File: src/rtl/st_pixel_unpacker_if.sv
// st_pixel_unpacker_if: beat-in / pixel-out stream bundle for the pixel unpacker
interface st_pixel_unpacker_if #(
  parameter int DATA_WIDTH = 256
);
  logic [DATA_WIDTH-1:0] st_data;
  logic                  valid;
  logic                  ready;
  logic                  frame_restart;
  logic [23:0]           pix_data;
  logic                  pix_valid;
  logic                  pix_ready;
  logic                  pix_sof;
  logic                  pix_eol;
  logic                  frame_done;
  modport master (
    output st_data, valid, frame_restart, pix_ready,
    input  ready, pix_data, pix_valid, pix_sof, pix_eol, frame_done
  );
  modport slave (
    input  st_data, valid, frame_restart, pix_ready,
    output ready, pix_data, pix_valid, pix_sof, pix_eol, frame_done
  );
endinterface

File: src/rtl/st_pixel_unpacker.sv
// st_pixel_unpacker: splits wide Avalon-ST beats into 24-bit RGB pixels, lane 0 first,
// tracking frame position to flag start-of-frame, end-of-line and frame completion.
module st_pixel_unpacker #(
  parameter int DATA_WIDTH = 256,
  parameter int H_ACTIVE   = 1920,
  parameter int V_ACTIVE   = 1080
) (
  input logic               clk,
  input logic               rst_n,
  st_pixel_unpacker_if.slave bus
);
  localparam int LANES = DATA_WIDTH / 32;
  localparam int LW    = LANES > 1 ? $clog2(LANES) : 1;
  localparam int XW    = H_ACTIVE > 1 ? $clog2(H_ACTIVE) : 1;
  localparam int YW    = V_ACTIVE > 1 ? $clog2(V_ACTIVE) : 1;
  logic [DATA_WIDTH-1:0] buf_q;
  logic [LW-1:0]         lane;
  logic [XW-1:0]         x;
  logic [YW-1:0]         y;
  logic                  buf_full;
  logic                  frame_done_q;
  logic                  pix_acc;
  logic                  beat_acc;
  logic                  last_lane;
  logic                  x_end;
  logic                  y_end;
  assign last_lane = lane == LW'(LANES - 1);
  assign x_end     = x == XW'(H_ACTIVE - 1);
  assign y_end     = y == YW'(V_ACTIVE - 1);
  // A restart cycle hides the buffered pixel so no handshake can complete under it.
  assign bus.pix_valid  = buf_full && !bus.frame_restart;
  assign bus.pix_data   = buf_q[{lane, 5'd0} +: 24];
  assign pix_acc        = bus.pix_valid && bus.pix_ready;
  assign bus.ready      = rst_n && !bus.frame_restart && (!buf_full || (pix_acc && last_lane));
  assign beat_acc       = bus.valid && bus.ready;
  assign bus.pix_sof    = bus.pix_valid && x == '0 && y == '0;
  assign bus.pix_eol    = bus.pix_valid && x_end;
  assign bus.frame_done = frame_done_q;
  always_ff @(posedge clk or negedge rst_n)
    if (!rst_n) begin
      buf_q        <= '0;
      lane         <= '0;
      buf_full     <= 1'b0;
      x            <= '0;
      y            <= '0;
      frame_done_q <= 1'b0;
    end else if (bus.frame_restart) begin
      lane         <= '0;
      buf_full     <= 1'b0;
      x            <= '0;
      y            <= '0;
      frame_done_q <= 1'b0;
    end else begin
      frame_done_q <= pix_acc && x_end && y_end;
      if (beat_acc) begin
        buf_q    <= bus.st_data;
        lane     <= '0;
        buf_full <= 1'b1;
      end else if (pix_acc) begin
        buf_full <= !last_lane;
        lane     <= last_lane ? lane : lane + 1'b1;
      end
      if (pix_acc) begin
        x <= x_end ? '0 : x + 1'b1;
        y <= x_end ? (y_end ? '0 : y + 1'b1) : y;
      end
    end
endmodule
File: src/flat_wrapper.sv
// flat-port wrapper written by rule: the top's interface ports become plain ports
module st_pixel_unpacker_flat 
#(
  parameter int DATA_WIDTH = 256,
  parameter int H_ACTIVE   = 1920,
  parameter int V_ACTIVE   = 1080
)
  (clk, rst_n, bus_st_data, bus_valid, bus_frame_restart, bus_pix_ready, bus_ready, bus_pix_data, bus_pix_valid, bus_pix_sof, bus_pix_eol, bus_frame_done);
  st_pixel_unpacker_if #(.DATA_WIDTH(DATA_WIDTH)) bus_i ();
  input logic clk;
  input logic rst_n;
  input wire logic [$bits(bus_i.st_data)-1:0] bus_st_data;
  input wire logic [$bits(bus_i.valid)-1:0] bus_valid;
  input wire logic [$bits(bus_i.frame_restart)-1:0] bus_frame_restart;
  input wire logic [$bits(bus_i.pix_ready)-1:0] bus_pix_ready;
  output wire logic [$bits(bus_i.ready)-1:0] bus_ready;
  output wire logic [$bits(bus_i.pix_data)-1:0] bus_pix_data;
  output wire logic [$bits(bus_i.pix_valid)-1:0] bus_pix_valid;
  output wire logic [$bits(bus_i.pix_sof)-1:0] bus_pix_sof;
  output wire logic [$bits(bus_i.pix_eol)-1:0] bus_pix_eol;
  output wire logic [$bits(bus_i.frame_done)-1:0] bus_frame_done;
  assign bus_i.st_data = bus_st_data;
  assign bus_i.valid = bus_valid;
  assign bus_i.frame_restart = bus_frame_restart;
  assign bus_i.pix_ready = bus_pix_ready;
  assign bus_ready = bus_i.ready;
  assign bus_pix_data = bus_i.pix_data;
  assign bus_pix_valid = bus_i.pix_valid;
  assign bus_pix_sof = bus_i.pix_sof;
  assign bus_pix_eol = bus_i.pix_eol;
  assign bus_frame_done = bus_i.frame_done;
  st_pixel_unpacker #(.DATA_WIDTH(DATA_WIDTH), .H_ACTIVE(H_ACTIVE), .V_ACTIVE(V_ACTIVE)) u_core (.clk(clk), .rst_n(rst_n), .bus(bus_i));
endmodule
File: config.mk
export PLATFORM = sky130hd
export DESIGN_NAME = st_pixel_unpacker_flat
export DESIGN_NICKNAME = d
export VERILOG_FILES = /design/src/rtl/st_pixel_unpacker_if.sv /design/src/rtl/st_pixel_unpacker.sv /design/src/flat_wrapper.sv
export SDC_FILE = /design/constraint.sdc
export NUM_CORES = 1
export LEC_CHECK = 0
export CAP_MARGIN = 0
export CELL_PAD_IN_SITES_DETAIL_PLACEMENT = 1
export CELL_PAD_IN_SITES_GLOBAL_PLACEMENT = 2
export CORE_ASPECT_RATIO = 0.8
export CORE_MARGIN = 5
export CORE_UTILIZATION = 35
export CTS_CLUSTER_SIZE = 10
export DETAILED_ROUTE_END_ITERATION = 12
export MAX_ROUTING_LAYER = met4
export PLACE_DENSITY = 0.93
export SYNTH_ARGS = -nofsm -noshare
export SYNTH_HDL_FRONTEND = slang
export SYNTH_SLANG_ARGS = --single-unit
File: constraint.sdc
create_clock -name clk -period 4.93 [get_ports clk]
set_clock_uncertainty 0.2 [all_clocks]
set_input_delay 0.7395 -clock clk [delete_from_list [all_inputs] [get_ports clk]]
set_output_delay 0.7395 -clock clk [all_outputs]
set_load 0.02 [all_outputs]
==> qor.yml, run 1 <==
status:
  outcome: "complete, no violations"
worst_hold_path:
  holdPathStages: 1
  hold_class: "reg -> reg"
setup_path:
  path_delay_family: "buffers and inverters"
  cp_num_buf_inv: 2
  crit_type: "reg -> out"
  end_kind: "output pin"
  cp.depth: 6
  critPathMaxStageDelay_ns: 0.79
  critPathArrivalTime_ns: 3.06
  cp.required_ns: 3.99
  path_cells: "buf_12, ha_1, ha_1, a21boi_0, nor3b_1, clkdlybuf4s50_1"
  crit_path_start_kind: "flip-flop"
  r2r_cells: 8
  cpMaxStageDelayCell: "dfrtp_4"
  crit_path_frequent_cell: "ha_1"
  crit_fanout: 26
cells_and_area:
  nNetsFinal: 1157
  num-fill-cells: 2846
  drive_gt1_share_pct: 35.3
  areaGrowthSynthToFinish_pct: 33.8
run:
  drv.max_cap_violation_count: 0
route:
  drt_iter0_drc: 170
  via_per_inst: 5.12
  route.detailed.drc: 0
  finalWirelength_um: 27700
  wl_per_cell_um: 21.9
  dr_total_vias: 6479
  ant_nets: 0
  firstDrtPassIters: 6
synthesis:
  syn_inst: 665
  netlist_area_mm2: 0.0101
  ys.flop_type: "dfrtp_1"
  synth.area.top_cells: "dfrtp_1, mux2_2, mux4_2"
  ys_ff_latch: 219
  syn_area_per_cell_um2: 15.2
  yosysMostFrequentCell: "dfrtp_1"
  synth.largest_area_cell: "dfrtp_1"
  ys_seq_area_share_pct: 54.3
  synth_commonest_cells: "dfrtp_1, mux2_2, mux4_2"
  ys_types: 43
  synth_fp_nets: 932
  synth_edf_count: 0
  synth_top_cell_area_share_pct: 54.3
  ys_async_sr_fraction_pct: 100
  ys_warn_count: 0
clock_tree:
  htreeDepth: 1
  cts_inserted_buffers: 26
  path_clk_slew_ns: 0.05
  cts_resized: 0
  clk_latency_ns: 0.52
  cts_tree: "done"
  cts_sinks: 219
  clockRootBuffer: "clkbuf_16"
  cts_buffer_depth: 3
power_and_ir_drop:
  ir_worst_vdd_v: 0.000269
  finalPower_uw: 4970
  p_per_area_mw_per_mm2: 368
  leakagePower_uw: 0.00528
die:
  die_h_um: 162
  core_mm2: 0.0284
  die_x_um: 200
  initial_core_util_pct: 35.6
  die_area_mm2: 0.0324
  rows: 55
  pin_count: 290
placed_design:
  hpwlAfterDp_um: 19600
  port_buffers: 225
  gp_routability_congestion: 0.810
grt:
  grt_pass1_vias: 7599
  grt_pass1_wl_um: 43800
  grt.total_usage_pct: 17.6
  antenna_found_initial: 1
  grt_max_degree: 151
  grt-ovfl-total: 0
timing:
  slew_viol_final: 0
  timing.final.crit_share_pct: 81.1
  maxSlewHeadroom_pct: 24.9
  fin_tns_setup_ns: 0
  finalSetupViolations: 0
  post-route-min-period_ns: 4.00
  rsz0062_at_grt: "false"
  final_hold_viol_count: 0
  worst_pin_slew_ns: 1.11
  max_freq_mhz: 250
[cell type report]
cell class / instances / area [µm²] / area share (%)
clock inverters: 1 / 5.00 / 0.0371
clock buffers: 32 / 724 / 5.37
repair buffers: 236 / 2390 / 17.7
well taps: 370 / 463 / 3.43
flip-flops and latches: 219 / 5490 / 40.6
inverters: 8 / 30.0 / 0.222
multi-input cells: 399 / 4400 / 32.6
diodes: 1 / 2.50 / 0.0185
[what timing repair did]
action | in CTS | in global routing
endpoints found under the hold margin | 28 | 0
setup endpoints to repair | 0 | 0
setup buffers | 0 | 0
hold buffers | 1 | 0
[per-stage QoR]
stage / util, % / area [µm²] / hold slack (ns) / instances / setup slack, ns
2_1_floorplan: - / 10100 / 0.244 / 665 / 1.89
3_3_place_gp: 45.0 / 12800 / 0.283 / 1231 / 1.29
3_5_place_dp: 45.0 / 12800 / 0.291 / 1231 / 1.28
4_1_cts: 47.6 / 13500 / 0.303 / 1265 / 0.794
5_1_grt: 47.6 / 13500 / 0.315 / 1266 / 0.718
6_report: 47.6 / 13500 / 0.301 / 1266 / 0.933
[where the power goes]
group	internal (µW)	switching, µW	total (µW)
combinational	624	326	950
clock	1010	695	1700
sequential	2130	178	2310
total	3770	1200	4970
[logic make-up (layout without fill, tap and decap cells)]
kind of cell | count (synthesis) | count (layout) | share of synthesized area, %
compound gates | 38 | 38 | 2.94
xor+xnor | 7 | 7 | 0.608
fa+ha+maj | 6 | 6 | 0.744
buf+inv | 47 | 277 | 2.14
flops | 219 | 219 | 54.3
mux | 267 | 267 | 35.1
other cells | 0 | 1 | 0
simple gates | 81 | 81 | 4.15
[sequential cells by signal (all words and copies together), names as in the netlist]
register	count
u_core.lane	3
u_core.y	11
u_core.buf_full	1
u_core.x	11
u_core.buf_q	192
u_core.bus.frame_done	1
[layer usage]
| metal | wire (µm) | GRT usage [%] | up-vias |
|---|---|---|---|
| li1 | - | - | 2938 |
| met1 | 12100 | 23.2 | 3356 |
| met2 | 13500 | 28.8 | 155 |
| met3 | 1620 | 3.50 | 30 |
| met4 | 488 | 3.30 | 0 |
| met5 | 0 | - | - |
[worst paths after layout]
path | from | end | slack, ns
max in group asynchronous | rst_n | u_core.buf_q[97]$_DFFE_PN0P_ | 2.73
worst max register to register | u_core.lane[0]$_DFFE_PN0P_ | u_core.buf_q[113]$_DFFE_PN0P_ | 1.49
worst max-delay path | u_core.lane[0]$_DFFE_PN0P_ | bus_ready | 0.93
min in group asynchronous | rst_n | u_core.y[9]$_DFFE_PN0P_ | 0.56
worst min register to register | u_core.buf_q[64]$_DFFE_PN0P_ | u_core.buf_q[64]$_DFFE_PN0P_ | 0.30
worst min-delay path | u_core.buf_q[64]$_DFFE_PN0P_ | u_core.buf_q[64]$_DFFE_PN0P_ | 0.30
[cells in the final DEF (no fill, tap or decap), types with 4 or more instances in the layout]
cell type / instances
a21oi_1: 6
a22o_1: 5
buf_12: 4
buf_4: 6
clkbuf_16: 27
clkdlybuf4s50_1: 224
dfrtp_1: 216
ha_1: 6
inv_1: 8
mux2_2: 216
mux4_2: 48
nand2_1: 19
nand3_1: 7
nand4_1: 5
nor2_1: 17
nor3_1: 11
nor4_1: 5
o21ai_0: 8
o41ai_1: 4
xnor2_1: 5
No activity file was read; power rests on OpenSTA's default activity.
==> inputs of run 2 (changes only) <==
Settings changed: CORE_UTILIZATION 35 to 29, PLACE_DENSITY 0.93 to 0.83.
Clock period 4.93 ns to 3.6 ns, I/O delays scaled along.
==> run 2 against run 1 <==
  * Die area is 19% higher
  * Routed wire length is 2.2% higher
  * Total power is 37% higher
  * Critical endpoint is now bus_pix_data[17]
  * Utilization is 8.0 points lower
  * Final cell count is 9.1% higher
  * Highest routed layer unchanged
  * Hold slack hardly changed
  * Critical path type unchanged
==> qor.yml, run 2 (synthesis gave the netlist of run 1 again) <==
setup_path:
  end_kind: "output pin"  # unchanged
  crit_type: "reg -> out"  # unchanged
  cp.required_ns: 2.86  # was 3.99 ns
  r2r_end: "u_core.buf_q[39]$_DFFE_PN0P_"  # was u_core.buf_q[113]$_DFFE_PN0P_
  crit_path_start_kind: "flip-flop"  # unchanged
  critPathArrivalTime_ns: 2.71  # was 3.06 ns
  crit_fanout: 21  # was 26
  reg2reg_slack_ns: 0.68  # was 1.49 ns
  r2r-start: "u_core.lane[1]$_DFFE_PN0P_"  # was u_core.lane[0]$_DFFE_PN0P_
  r2r_cells: 7  # was 8
timing:
  fin_tns_setup_ns: 0  # unchanged
  slew_viol_final: 0  # unchanged
  finalSetupViolations: 0  # unchanged
  worst_pin_slew_ns: 0.949  # was 1.11 ns
  final_hold_viol_count: 0  # unchanged
  rsz0062_at_grt: "false"  # unchanged
  post-route-min-period_ns: 3.45
  max_freq_mhz: 290
  maxSlewHeadroom_pct: 36.8  # was 24.9%
  timing.final.crit_share_pct: 95.9
route:
  dr_total_vias: 6568  # was 6479
  via_per_inst: 4.76  # was 5.12
  wl_per_cell_um: 20.5  # was 21.9 µm
  ant_nets: 0  # unchanged
  drt_iter0_drc: 262  # was 170
  finalWirelength_um: 28300  # was 27700 µm
  firstDrtPassIters: 4  # was 6
  route.detailed.drc: 0  # unchanged
run:
  drv.max_cap_violation_count: 0  # unchanged
grt:
  grt_max_degree: 159  # was 151
  grt-ovfl-total: 0  # unchanged
  grt_pass1_vias: 7404  # was 7599
  antenna_found_initial: 3  # was 1
  grt.total_usage_pct: 14.9  # was 17.6%
  grt_pass1_wl_um: 43900  # was 43800 µm
cells_and_area:
  nNetsFinal: 1165  # was 1157
  largest_register_ffs: 192  # unchanged
  areaGrowthSynthToFinish_pct: 35.9  # was 33.8%
  finalNonFillerCells: 1381  # was 1266
  utilization_pct: 39.7  # was 47.6%
  final_common_cell: "clkdlybuf4s50_1"  # unchanged
  num-fill-cells: 3543  # was 2846
  reg.largest.list: "u_core.buf_q: 192 flops, u_core.x: 11 flops, u_core.y: 11 flops"  # unchanged
  final_cell_mix: "clkdlybuf4s50_1, mux2_2, dfrtp_1"  # unchanged
  drive_gt1_share_pct: 35.5  # was 35.3%
  top_register: "u_core.buf_q"  # unchanged
clock_tree:
  path_clk_slew_ns: 0.06  # was 0.05 ns
  cts_buffer_depth: 3  # unchanged
  clk_latency_ns: 0.54  # was 0.52 ns
  htreeDepth: 1  # unchanged
  cts_inserted_buffers: 26  # unchanged
  clockRootBuffer: "clkbuf_16"  # unchanged
  cts_sinks: 219  # unchanged
  cts_tree: "done"  # unchanged
power_and_ir_drop:
  p_per_area_mw_per_mm2: 495  # was 368 mW/mm²
  ir_worst_vdd_v: 0.000294  # was 0.000269 V
  leakagePower_uw: 0.00532  # was 0.00528 µW
die:
  rows: 61  # was 55
  core_mm2: 0.0346  # was 0.0284 mm²
  initial_core_util_pct: 29.2  # was 35.6%
  die_area_mm2: 0.0387  # was 0.0324 mm²
  die_x_um: 219  # was 200 µm
  pin_count: 290  # unchanged
  die_h_um: 177  # was 162 µm
placed_design:
  hpwlAfterDp_um: 19900  # was 19600 µm
  gp_routability_congestion: 0.806  # was 0.810
  port_buffers: 225  # unchanged
  dp.cells: 1339  # was 1231
worst_hold_path:
  holdPathStages: 1  # unchanged
  hold_start: "u_core.buf_q[225]$_DFFE_PN0P_"  # was u_core.buf_q[64]$_DFFE_PN0P_
  hold_class: "reg -> reg"  # unchanged
  hold_end: "u_core.buf_q[225]$_DFFE_PN0P_"  # was u_core.buf_q[64]$_DFFE_PN0P_
status:
  outcome: "complete, no violations"  # unchanged
==> run 2: how the worst max path moves through the flow <==
| stage | from | end | slack [ns] | depth (start not counted) |
|---|---|---|---|---|
| after floorplan | u_core.lane[1]$_DFFE_PN0P_ | u_core.buf_q[148]$_DFFE_PN0P_ | 0.86 | 9 |
| after global placement | u_core.lane[0]$_DFFE_PN0P_ | bus_pix_data[17] | 0.45 | 4 |
| after detailed placement | bus_pix_ready | u_core.buf_q[70]$_DFFE_PN0P_ | 0.42 | 6 |
| after CTS | u_core.lane[0]$_DFFE_PN0P_ | bus_pix_data[17] | 0.07 | 4 |
| after global routing | u_core.lane[0]$_DFFE_PN0P_ | bus_pix_data[8] | 0.04 | 4 |
| final | u_core.lane[0]$_DFFE_PN0P_ | bus_pix_data[17] | 0.15 | 4 |
==> run 2: final cells by class <==
class | instances | area, µm² | area share [%]
repair buffers | 244 | 2490 | 18.2
clock inverters | 2 | 21.3 | 0.155
diodes | 3 | 7.51 | 0.0547
inverters | 8 | 30.0 | 0.219
well taps | 472 | 591 | 4.31
flip-flops and latches | 219 | 5490 | 40.0
clock buffers | 34 | 691 | 5.04
multi-input cells | 399 | 4400 | 32.1
==> run 2: critical path: stages, from the launching register on <==
cell	delay [ns]
dfrtp_4	0.48
buf_12	0.24
mux4_2	0.59
mux2_2	0.28
clkdlybuf4s50_1	0.57
==> run 2: repair_timing <==
action	in CTS	in global routing
setup endpoints to repair	17	0
hold endpoints to repair	15	0
hold buffers	1	0
resized for setup	0	0
setup buffers	2	0
==> run 2: metrics by stage <==
step	hold slack, ns	power (µW)	setup WS [ns]	cell area, µm²
floorplan	0.0444	3900	0.857	10100
CTS	0.304	6940	0.0671	13700
global placement	0.284	4450	0.446	13000
finish	0.300	6790	0.149	13700
global route	0.315	7140	0.0362	13700
detailed placement	0.291	4520	0.424	13000
==> run 2: layer usage <==
layer / part of all wire, % / GRT usage (%) / up-vias / wire, µm
met5: 0 / - / - / 0
met3: 4.9 / 2.96 / 29 / 1380
met1: 45 / 20.0 / 3425 / 12800
met2: 48 / 23.5 / 155 / 13500
met4: 2.0 / 3.48 / 0 / 572
li1: - / - / 2959 / -
==> run 2: where the power goes <==
part / internal, µW / leakage, µW / switching, µW
registers: 2920 / 0.00265 / 240
logic: 859 / 0.00233 / 438
clock network: 1320 / 0.000347 / 1010
==> inputs of run 3 (changes only) <==
Clock period 3.6 ns to 2.9 ns, I/O delays scaled along.
==> run 3 against run 2 <==
  * The run now ends with setup timing left
  * Critical path depth grew 2
  * Setup slack lost 0.20 ns
  * Sequential cell count is the same
  * Die area is the same
  * Cell area grew 5.0%
  * Utilization grew 2.0 points
  * Sequential power grew 24%
  * Sequential share of layout area shrank 1.9 points
  * Hold slack lost 0.21 ns
  * First-iteration DRC count grew 11%
  * Via count grew 1.8%
  * Clock power grew 31%
  * Largest cell class unchanged
==> qor.yml, run 3 (synthesis gave the netlist of run 1 again) <==
timing:
  final.setup.worst_slack_ns: -0.0460  # was 0.149 ns
  post-route-min-period_ns: 2.95
  maxSlewHeadroom_pct: 34.1  # was 36.8%
  fin_tns_setup_ns: -0.176  # was 0 ns
  max_freq_mhz: 339
  slew_viol_final: 0  # unchanged
  timing.final.crit_share_pct: 102
  final_hold_viol_count: 0  # unchanged
  worst_pin_slew_ns: 0.988  # was 0.949 ns
  holdWs_ns: 0.0925  # was 0.300 ns
  finalSetupViolations: 5  # was 0
  rsz0062_at_grt: "true"  # was false
worst_hold_path:
  hold_class: "in -> async"  # was reg -> reg
die:
  die_h_um: 177  # unchanged
  die_x_um: 219  # unchanged
  pin_count: 290  # unchanged
  die_area_mm2: 0.0387  # unchanged
  rows: 61  # unchanged
  initial_core_util_pct: 29.2  # unchanged
  core_mm2: 0.0346  # unchanged
setup_path:
  crit_path_frequent_cell: "buf_12"
  r2r-start: "u_core.lane[0]$_DFFE_PN0P_"  # was u_core.lane[1]$_DFFE_PN0P_
  critPathMaxStageDelay_ns: 0.52  # was 0.59 ns
  cp-endpoint: "bus_pix_data[14]"  # was bus_pix_data[17]
  cp_num_buf_inv: 4  # was 2
  cp.required_ns: 2.27  # was 2.86 ns
  end_kind: "output pin"  # unchanged
  crit_path_start_kind: "flip-flop"  # unchanged
  crit_fanout: 5  # was 21
  cp.depth: 6  # was 4
  cpMaxStageDelayCell: "dfrtp_4"  # was mux4_2
  critPathArrivalTime_ns: 2.31  # was 2.71 ns
  reg2reg_slack_ns: 0.19  # was 0.68 ns
  path_delay_family: "multiplexers"  # unchanged
  r2r_cells: 10  # was 7
  startpoint: "u_core.lane[0]$_DFFE_PN0P_"  # unchanged
  r2r_end: "u_core.buf_q[227]$_DFFE_PN0P_"  # was u_core.buf_q[39]$_DFFE_PN0P_
  path_cells: "buf_4, buf_12, buf_12, mux4_2, mux2_4, buf_6"  # was buf_12, mux4_2, mux2_2, clkdlybuf4s50_1
  crit_type: "reg -> out"  # unchanged
grt:
  grt.total_usage_pct: 15.4  # was 14.9%
  grt_pass1_vias: 7660  # was 7404
  grt_max_degree: 75  # was 159
  antenna_found_initial: 5  # was 3
  grt_pass1_wl_um: 45300  # was 43900 µm
  grt-ovfl-total: 0  # unchanged
cells_and_area:
  top_register: "u_core.buf_q"  # unchanged
  areaGrowthSynthToFinish_pct: 42.7  # was 35.9%
  final_common_cell: "dfrtp_1"  # was clkdlybuf4s50_1
  post-route-cell-area_mm2: 0.0144  # was 0.0137 mm²
  num-fill-cells: 3509  # was 3543
  final_cell_mix: "dfrtp_1, mux2_2, clkdlybuf4s50_1"  # was clkdlybuf4s50_1, mux2_2, dfrtp_1
  drive_gt1_share_pct: 42.1  # was 35.5%
  largest_register_ffs: 192  # unchanged
  nNetsFinal: 1205  # was 1165
  reg.largest.list: "u_core.buf_q: 192 flops, u_core.x: 11 flops, u_core.y: 11 flops"  # unchanged
  finalNonFillerCells: 1422  # was 1381
  utilization_pct: 41.7  # was 39.7%
clock_tree:
  clockRootBuffer: "clkbuf_16"  # unchanged
  cts_inserted_buffers: 27  # was 26
  path_clk_slew_ns: 0.06  # about the same
  cts_sinks: 219  # unchanged
  clk_latency_ns: 0.53  # was 0.54 ns
  cts_buffer_depth: 3  # unchanged
  htreeDepth: 1  # unchanged
  cts_tree: "done"  # unchanged
placed_design:
  hpwlAfterDp_um: 20700  # was 19900 µm
  place_area_mm2: 0.0133  # was 0.0130 mm²
  dp.cells: 1369  # was 1339
  port_buffers: 225  # unchanged
  gp_routability_congestion: 0.804  # was 0.806
route:
  dr_total_vias: 6686  # was 6568
  via_per_inst: 4.70  # was 4.76
  drt_iter0_drc: 290  # was 262
  firstDrtPassIters: 4  # unchanged
  ant_nets: 0  # unchanged
  route.detailed.drc: 0  # unchanged
  wl_per_cell_um: 20.6  # was 20.5 µm
  finalWirelength_um: 29200  # was 28300 µm
power_and_ir_drop:
  leakagePower_uw: 0.00571  # was 0.00532 µW
  ir_worst_vdd_v: 0.000325  # was 0.000294 V
  p_per_area_mw_per_mm2: 603  # was 495 mW/mm²
status:
  outcome: "complete, but fails checks"  # was complete, no violations
  violations: "setup timing"
run:
  drv.max_cap_violation_count: 0  # unchanged
run 3: changes by cell type in the layout (fill, tap and decap cells not counted), sizes merged:
cell,delta
inv,+1
buf,+63
clkdlybuf4s50,-27
clkinv,-1
diode,+2
bufinv,+1
dlygate4sd2,+1
clkdlybuf4s15,+1
run 3: what timing repair did:
action / CTS / global route
endpoints found under the hold margin: 82 / 0
hold buffers: 1 / 0
gates cloned: 1 / 1
gates resized for setup: 161 / 28
pin swaps: 1 / 2
setup buffers: 9 / 3
setup endpoints to repair: 37 / 25
run 3: per-layer routing:
metal  part of all wire [%]  up-vias  GRT usage, %
met5                      0        -             -
met4                    2.2        0          3.74
met3                    5.5       40          3.30
met2                     47      163          24.0
met1                     45     3444          20.6
li1                       -     3039             -
run 3: worst min path at each step:
stage               startpoint                            end  slack [ns]  cells past startpoint
global route             rst_n     u_core.lane[2]$_DFFE_PN0P_        0.08                      2
detailed placement       rst_n  u_core.buf_q[205]$_DFFE_PN0P_        0.03                      1
CTS                      rst_n     u_core.lane[2]$_DFFE_PN0P_        0.04                      2
finish                   rst_n     u_core.lane[2]$_DFFE_PN0P_        0.09                      2
floorplan                rst_n    u_core.buf_full$_DFFE_PN0P_       -0.06                      0
global placement         rst_n  u_core.buf_q[205]$_DFFE_PN0P_        0.03                      1
run 3: final cells by class:
| cell class | instances | area [µm²] | share of cell area (%) |
|---|---|---|---|
| Antenna cell | 5 | 12.5 | 0.0869 |
| Clock buffer | 33 | 718 | 4.99 |
| Clock inverter | 3 | 43.8 | 0.304 |
| Inverter | 8 | 30.0 | 0.208 |
| Multi-Input combinational cell | 399 | 4530 | 31.4 |
| Sequential cell | 219 | 5490 | 38.1 |
| Tap cell | 472 | 591 | 4.10 |
| Timing Repair Buffer | 283 | 2990 | 20.8 |
run 3: through the flow:
step,worst slack [ns],total power (µW)
floorplan,0.157,4840
global placement,0.0748,5550
detailed placement,0.0600,5630
CTS,-0.116,8820
global route,-0.129,9150
finish,-0.0460,8690
run 3: where the power goes:
| part | internal [µW] | total [µW] | switching [µW] |
|---|---|---|---|
| Combinational | 1140 | 1720 | 580 |
| Clock | 1800 | 3050 | 1250 |
| Sequential | 3630 | 3920 | 297 |
run 3: worst reg2reg max path, delay by kind of cell, from the launching register on:
family | cells | cell delay [ns]
mux | 1 | 0.37
compound gates | 1 | 0.06
fa+ha+maj | 2 | 0.37
buf+inv | 4 | 0.66
flops | 1 | 0.46
simple gates | 2 | 0.47
